`config.mk`:
```
export PLATFORM = sky130hd
export DESIGN_NAME = port_fifo_bank_flat
export DESIGN_NICKNAME = d
export VERILOG_FILES = /design/src/rtl/port_fifo_bank_pkg.sv /design/src/rtl/port_fifo_bank_if.sv /design/src/rtl/port_fifo_bank_sync_fifo.sv /design/src/rtl/port_fifo_bank.sv /design/src/flat_wrapper.sv
export SDC_FILE = /design/constraint.sdc
export NUM_CORES = 1
export LEC_CHECK = 0
export ABC_AREA = 1
export BUFFER_PORTS_ARGS = -buffer_cell sky130_fd_sc_hd__buf_4
export CORE_UTILIZATION = 35
export DETAILED_ROUTE_END_ITERATION = 8
export SYNTH_ARGS = -nofsm -noshare
export SYNTH_HDL_FRONTEND = slang
export SYNTH_SLANG_ARGS = --single-unit
```
`constraint.sdc`:
```
create_clock -name clk -period 2.78 [get_ports clk]
set_clock_uncertainty 0.05 [all_clocks]
set_input_delay 0 -clock clk [delete_from_list [all_inputs] [get_ports clk]]
set_output_delay 0 -clock clk [all_outputs]
set_load 0.005 [all_outputs]
```
`src/rtl/port_fifo_bank_pkg.sv`:
```
`default_nettype none
// ============================================================================
// Module   : port_fifo_pkg
// Purpose  : Shared sizing constants, bus address map and helpers for the
//            ingress port FIFO bank.
// Ports    : none (package)
// Revision : 1.0 - initial release
// ============================================================================
package port_fifo_pkg;

  localparam int WIDTH  = 32;
  localparam int DEPTH  = 4;
  localparam int NPORTS = 3;
  localparam int PTR_W  = $clog2(DEPTH);

  // Word addresses decoded on address[2:0]
  localparam logic [2:0] ADDR_STATUS = 3'd0;
  localparam logic [2:0] ADDR_PORT0  = 3'd1;
  localparam logic [2:0] ADDR_PORT1  = 3'd2;
  localparam logic [2:0] ADDR_PORT2  = 3'd3;

  // Port p lives at ADDR_PORT0 + p; ports are contiguous in the map.
  function automatic logic [2:0] port_addr(input int p);
    return ADDR_PORT0 + 3'(p);
  endfunction

endpackage
`default_nettype wire

```
`src/rtl/port_fifo_bank_if.sv`:
```
`default_nettype none
// ============================================================================
// Module   : port_fifo_bank_if
// Purpose  : Host bus plus scheduler-side signals of the port FIFO bank.
// Ports    : master - host/scheduler side (drives bus strobes and rdreq)
//            slave  - port_fifo_bank side (drives readdata, q and flags)
// Revision : 1.0 - initial release
// ============================================================================
interface port_fifo_bank_if;
  import port_fifo_pkg::*;

  // Host bus
  logic                         chipselect;
  logic                         write;
  logic                         read;
  logic [3:0]                   address;
  logic [31:0]                  writedata;
  logic [3:0]                   byteenable;
  logic [31:0]                  readdata;

  // Scheduler side
  logic [NPORTS-1:0]            rdreq;
  logic [NPORTS-1:0][WIDTH-1:0] q;
  logic [NPORTS-1:0]            empty;
  logic [NPORTS-1:0]            full;
  logic [NPORTS-1:0][PTR_W-1:0] usedw;

  modport master (
    output chipselect, write, read, address, writedata, byteenable, rdreq,
    input  readdata, q, empty, full, usedw
  );

  modport slave (
    input  chipselect, write, read, address, writedata, byteenable, rdreq,
    output readdata, q, empty, full, usedw
  );

endinterface
`default_nettype wire

```
`src/rtl/port_fifo_bank_sync_fifo.sv`:
```
`default_nettype none
// ============================================================================
// Module   : sync_fifo
// Purpose  : Single-clock circular-buffer FIFO with a registered read port.
// Ports    : clk, reset_n      - clock, async active-low reset
//            wrreq, din        - enqueue request and data
//            rdreq, dout       - dequeue request and registered head word
//            empty, full       - occupancy flags
//            usedw             - count modulo DEPTH (reads 0 when full)
// Revision : 1.0 - initial release
// ============================================================================
module sync_fifo #(
  parameter int WIDTH = 32,
  parameter int DEPTH = 4
) (
  input  wire logic                       clk,
  input  wire logic                       reset_n,
  input  wire logic                       wrreq,
  input  wire logic [WIDTH-1:0]           din,
  input  wire logic                       rdreq,
  output logic      [WIDTH-1:0]           dout,
  output logic                            empty,
  output logic                            full,
  output logic      [$clog2(DEPTH)-1:0]   usedw
);

  localparam int PTR_W = $clog2(DEPTH);
  localparam logic [PTR_W:0] C_FULL_COUNT = (PTR_W+1)'(DEPTH);

  logic [WIDTH-1:0] r_mem [DEPTH];
  logic [PTR_W-1:0] r_wptr;
  logic [PTR_W-1:0] r_rptr;
  logic [PTR_W:0]   r_count;
  logic [WIDTH-1:0] r_dout;

  logic w_wr_ok;
  logic w_rd_ok;

  assign empty = (r_count == '0);
  assign full  = (r_count == C_FULL_COUNT);
  assign usedw = r_count[PTR_W-1:0];
  assign dout  = r_dout;

  // Both requests are judged against the pre-edge flags, so a write into a
  // full FIFO is refused even when a read frees a slot on the same edge.
  assign w_wr_ok = wrreq && !full;
  assign w_rd_ok = rdreq && !empty;

  // Storage carries no reset; only words behind the valid pointers are read.
  always_ff @(posedge clk) begin
    if (w_wr_ok) begin
      r_mem[r_wptr] <= din;
    end
  end

  always_ff @(posedge clk or negedge reset_n) begin
    if (!reset_n) begin
      r_wptr  <= '0;
      r_rptr  <= '0;
      r_count <= '0;
      r_dout  <= '0;
    end else begin
      if (w_wr_ok) begin
        r_wptr <= r_wptr + PTR_W'(1);
      end
      if (w_rd_ok) begin
        r_rptr <= r_rptr + PTR_W'(1);
        r_dout <= r_mem[r_rptr];
      end
      case ({w_wr_ok, w_rd_ok})
        2'b10:   r_count <= r_count + (PTR_W+1)'(1);
        2'b01:   r_count <= r_count - (PTR_W+1)'(1);
        default: r_count <= r_count;
      endcase
    end
  end

endmodule
`default_nettype wire

```
`src/rtl/port_fifo_bank.sv`:
```
`default_nettype none
// ============================================================================
// Module   : port_fifo_bank
// Purpose  : Ingress queue stage. Host bus writes are decoded to one of three
//            per-port FIFOs; each port's head word is re-registered for the
//            scheduler, and a status word is readable at address 0.
// Ports    : clk, reset_n - clock, async active-low reset
//            bus (slave)  - host bus strobes/data/readdata, per-port rdreq,
//                           q, empty, full, usedw
// Revision : 1.0 - initial release
// ============================================================================
module port_fifo_bank #(
  parameter int WIDTH  = 32,
  parameter int DEPTH  = 4,
  parameter int NPORTS = 3
) (
  input wire logic        clk,
  input wire logic        reset_n,
  port_fifo_bank_if.slave bus
);
  import port_fifo_pkg::*;

  localparam int USEDW_W = $clog2(DEPTH);

  logic [NPORTS-1:0]              w_wr_sel;
  logic                           w_status_rd;
  logic [31:0]                    w_status;
  logic [NPORTS-1:0]              r_wrreq;
  logic [NPORTS-1:0][WIDTH-1:0]   r_din;
  logic [NPORTS-1:0][WIDTH-1:0]   w_fifo_dout;
  logic [NPORTS-1:0][WIDTH-1:0]   r_q;
  logic [NPORTS-1:0]              w_empty;
  logic [NPORTS-1:0]              w_full;
  logic [NPORTS-1:0][USEDW_W-1:0] w_usedw;
  logic [31:0]                    r_readdata;

  // Full-word writes only; address bit 3 is outside the decoded map.
  logic w_unused;
  assign w_unused = ^{bus.byteenable, bus.address[3]};

  always_comb begin
    w_wr_sel = '0;
    for (int p = 0; p < NPORTS; p++) begin
      w_wr_sel[p] = bus.chipselect && bus.write &&
                    (bus.address[2:0] == port_addr(p));
    end
  end

  assign w_status_rd = bus.chipselect && bus.read &&
                       (bus.address[2:0] == ADDR_STATUS);

  // Per port p: usedw in [3p+1:3p], full at 3p+2, empty at 16+p.
  always_comb begin
    w_status = '0;
    for (int p = 0; p < NPORTS; p++) begin
      w_status[3*p +: 2] = w_usedw[p][1:0];
      w_status[3*p + 2]  = w_full[p];
      w_status[16 + p]   = w_empty[p];
    end
  end

  always_ff @(posedge clk or negedge reset_n) begin
    if (!reset_n) begin
      r_wrreq    <= '0;
      r_din      <= '0;
      r_q        <= '0;
      r_readdata <= '0;
    end else begin
      // wrreq is a one-cycle pulse per decoded write, so a burst to one
      // port enqueues exactly one word per cycle.
      r_wrreq <= w_wr_sel;
      for (int p = 0; p < NPORTS; p++) begin
        if (w_wr_sel[p]) begin
          r_din[p] <= bus.writedata;
        end
      end
      r_q <= w_fifo_dout;
      if (w_status_rd) begin
        r_readdata <= w_status;
      end
    end
  end

  for (genvar p = 0; p < NPORTS; p++) begin : g_port
    sync_fifo #(
      .WIDTH (WIDTH),
      .DEPTH (DEPTH)
    ) u_fifo (
      .clk     (clk),
      .reset_n (reset_n),
      .wrreq   (r_wrreq[p]),
      .din     (r_din[p]),
      .rdreq   (bus.rdreq[p]),
      .dout    (w_fifo_dout[p]),
      .empty   (w_empty[p]),
      .full    (w_full[p]),
      .usedw   (w_usedw[p])
    );
  end

  assign bus.q        = r_q;
  assign bus.empty    = w_empty;
  assign bus.full     = w_full;
  assign bus.usedw    = w_usedw;
  assign bus.readdata = r_readdata;

endmodule
`default_nettype wire

```
`src/flat_wrapper.sv`:
```
// flat-port wrapper written by rule: the top's interface ports become plain ports
module port_fifo_bank_flat import port_fifo_pkg::*;
#(
  parameter int WIDTH  = 32,
  parameter int DEPTH  = 4,
  parameter int NPORTS = 3
)
  (clk, reset_n, bus_chipselect, bus_write, bus_read, bus_address, bus_writedata, bus_byteenable, bus_rdreq, bus_readdata, bus_q, bus_empty, bus_full, bus_usedw);
  port_fifo_bank_if bus_i ();
  input wire logic clk;
  input wire logic reset_n;
  input wire logic [$bits(bus_i.chipselect)-1:0] bus_chipselect;
  input wire logic [$bits(bus_i.write)-1:0] bus_write;
  input wire logic [$bits(bus_i.read)-1:0] bus_read;
  input wire logic [$bits(bus_i.address)-1:0] bus_address;
  input wire logic [$bits(bus_i.writedata)-1:0] bus_writedata;
  input wire logic [$bits(bus_i.byteenable)-1:0] bus_byteenable;
  input wire logic [$bits(bus_i.rdreq)-1:0] bus_rdreq;
  output wire logic [$bits(bus_i.readdata)-1:0] bus_readdata;
  output wire logic [$bits(bus_i.q)-1:0] bus_q;
  output wire logic [$bits(bus_i.empty)-1:0] bus_empty;
  output wire logic [$bits(bus_i.full)-1:0] bus_full;
  output wire logic [$bits(bus_i.usedw)-1:0] bus_usedw;
  assign bus_i.chipselect = bus_chipselect;
  assign bus_i.write = bus_write;
  assign bus_i.read = bus_read;
  assign bus_i.address = bus_address;
  assign bus_i.writedata = bus_writedata;
  assign bus_i.byteenable = bus_byteenable;
  assign bus_i.rdreq = bus_rdreq;
  assign bus_readdata = bus_i.readdata;
  assign bus_q = bus_i.q;
  assign bus_empty = bus_i.empty;
  assign bus_full = bus_i.full;
  assign bus_usedw = bus_i.usedw;
  port_fifo_bank #(.WIDTH(WIDTH), .DEPTH(DEPTH), .NPORTS(NPORTS)) u_core (.clk(clk), .reset_n(reset_n), .bus(bus_i));
endmodule
```
==> metrics.md <==
| Metric | Value |
|---|---|
| Status | `completed` |
| Final worst-path cycle share | `79.7%` |
| Slew HR | `50.4%` |
| Non-filler instance count after layout | `3,922` |
| Cell variety after synth | `25` |
| Vias in the first global route | `16,400` |
| Clock Tree Buf Depth | `3` |
| Crit start category | `flop` |
| Netlist Area Pre-Place | `0.0281 mm2` |
| Final worst path period need | `2210 ps` |
| Root Driver | `clkbuf_16` |
| Worst EP arrival | `2670 ps` |
| Setup slack at placement | `589 ps` |
| EDFF count, synth | `384` |
| Most common cell after layout, fill and taps aside | `nand2_1` |
| Critical Path RT | `3230 ps` |
| Vias | `16,900` |
| Max-cap violations | `0` |
| RePlAce Congestion | `0.786` |
| H-tree levels | `3` |
| Row cnt | `103` |
| Hold Path Class | `input port to async pin` |
| Die W | `285 um` |
| Reg2reg start | `u_core.g_port[2].u_fifo.r_count[1]` |
| Mux contribution to synthesized area | `0%` |
| Final Cell Area | `0.0334 mm2` |
| Final ANT Viol Nets | `0` |
| Synth Area in Simple Gates | `16.1%` |
| Final WS setup | `565 ps` |
| CTS Buf Count | `78` |
| P&R area growth vs syn | `18.8%` |
| Max IR drop VDD | `0.000493 V` |
| Critical path endpoint category | `flop` |
| Critical path peak fanout | `7` |
| DRC | `0` |
| Final #Nets | `2,871` |
| Xor/xnor share of the synthesized area | `0.468%` |
| Initial antenna violation count | `2` |
| WL per Instance | `16.0 um` |
| Power Density | `990 mW/mm2` |
| Routed wire length | `62.6 mm` |
| Core Area | `0.0791 mm2` |
| Most frequent cells in the layout | `nand2_1 (896), inv_1 (461), edfxtp_1 (384)` |
| Sinks on Clock Net | `708` |
| Tot GR Track Use | `15.7%` |
| Leakage | `15.9 nW` |
| Compound-Gate Fraction of Synth Area | `2.90%` |
| Reg area | `0.0196 mm2` |
| # fillers | `7,463` |
| Placed Area | `0.0302 mm2` |
| Placed Cells | `3,730` |
| Initial Utilization | `35.5%` |
| TNS Setup | `0 ps` |
| Dpl hpwl | `38.4 mm` |
| Share of layout cells above drive strength 1 | `15.3%` |
| CTS clk-pin slew, worst paths | `60 ps` |
| Largest family of logic cells by synthesized area | `simple AND/OR/NAND/NOR gates` |
| CTS tree | `done` |
| Max Clk Rate | `451 MHz` |
| IO Pins | `188` |
| Global-route wire length before repair | `97.3 mm` |
| Sequential fraction of the synthesis area | `69.9%` |
| Resized cells post-CTS | `0` |
| Port buffer count | `162` |
| Die area | `0.0814 mm2` |
| Critical Path Start | `u_core.g_port[2].u_fifo.r_count[1]` |
| Vias per inst | `4.30` |
| Setup violators final | `0` |
| Measured slew at the worst slew-check pin | `742 ps` |
| Final hold viol count | `0` |
| Clk Latency, worst-skew pair | `630 ps` |
| Max-slew violations | `0` |
| RSZ-0062 raised after global routing | `false` |
| Die Y | `285 um` |
| Adder-Cell Fraction of Synth Area | `0.882%` |
| Average cell area after synthesis | `10.8 um2` |
| Synth Instances | `2,589` |
| Asr flop ratio synth | `45.8%` |
| Ys flop type | `edfxtp_1` |
| Synth Warn # | `0` |
| Multi-input logic area | `0.00584 mm2` |
| #FFs+latches synth | `708` |
| Maximum number of pins on one net before global-route repair | `69` |
| Total grt overflow | `0` |
| Setup CP Type | `flop to flop` |
| Detailed Routing Iterations Pass 1 | `5` |
| DR iter-0 viols | `1,086` |
## final timing paths
path                                                      end  depth (start not counted)  slack [ps]
max                        u_core.g_port[2].u_fifo.r_count[2]                          9         570
min                                           u_core.r_din[7]                          3          60
max reg2reg                u_core.g_port[2].u_fifo.r_count[2]                          9         570
min reg2reg                                  u_core.bus.q[78]                          0         320
max in group asynchronous   u_core.g_port[2].u_fifo.r_rptr[0]                          3        2260
min in group clk                             u_core.r_din[65]                          5         110
## synth_stat cells, drive strengths merged, types with 3 or more instances
library cell / n / area (um2)
nor2: 16 / 62.6
nand2: 904 / 3420
nand3: 204 / 1040
buf: 124 / 895
dfrtp: 324 / 8110
clkbuf: 12 / 45.0
xnor2: 6 / 52.6
ha: 15 / 188
edfxtp: 384 / 11500
o21ai: 114 / 815
fa: 3 / 60.1
inv: 472 / 1770
xor2: 9 / 78.8
## metrics by stage
step                total power, mW  hold slack [ps]  util (%)
floorplan                      19.4             -346         -
global placement               22.7            0.120      38.2
detailed placement             22.8             6.84      38.2
CTS                            33.5             53.0      42.1
global route                   35.0             87.9      42.1
finish                         33.0             61.5      42.2
## layer usage
layer	global-route usage (%)	wire length, um
met2	25.0	29200
met5	0	13
met3	2.80	3370
met1	21.8	28800
met4	4.71	1240
## critical path: stages, from the launching register on
cell and delay (ps):
dfrtp_1 400, inv_1 160, nand3_1 230, nand2_2 270, ha_1 230, inv_1 70, fa_1 380, nand2_1 80
nand3_1 90, xor2_1 140
## cells by family (layout without fill, tap and decap cells)
family / Yosys count / after routing
simple gates: 1125 / 1125
flops: 708 / 708
buf+inv: 608 / 870
compound gates: 114 / 114
fa+ha+maj: 18 / 18
xor+xnor: 15 / 15
other cells: 1 / 22
## report_power, final
| group | switching, mW | total, mW | internal [mW] |
|---|---|---|---|
| Clock | 4.19 | 10.6 | 6.36 |
| Combinational | 4.74 | 7.75 | 3.01 |
| Sequential | 1.38 | 14.7 | 13.3 |
## cell type report
class | instances | area share [%]
Sequential cell | 708 | 58.9
Multi-Input combinational cell | 1292 | 17.5
Clock buffer | 110 | 6.65
Timing Repair Buffer | 253 | 6.37
Inverter | 472 | 5.31
Tap cell | 1050 | 3.94
Clock inverter | 35 | 1.32
Antenna cell | 2 | 0.0150
## what timing repair did
action,CTS,global route
setup buffers,0,0
hold endpoints to repair,528,0
hold buffers,45,0
## flip-flops by register name (all words and copies together) (netlist names)
| register | cells |
|---|---|
| u_core.g_port.u_fifo.dout | 96 |
| u_core.g_port.u_fifo.r_count | 9 |
| u_core.bus.readdata | 12 |
| u_core.bus.q | 96 |
| u_core.g_port.u_fifo.r_mem | 384 |
| u_core.g_port.u_fifo.r_wptr | 6 |
| u_core.g_port.u_fifo.r_rptr | 6 |
| u_core.r_wrreq | 3 |
| u_core.r_din | 96 |
Power figures use the tool's default switching activity.
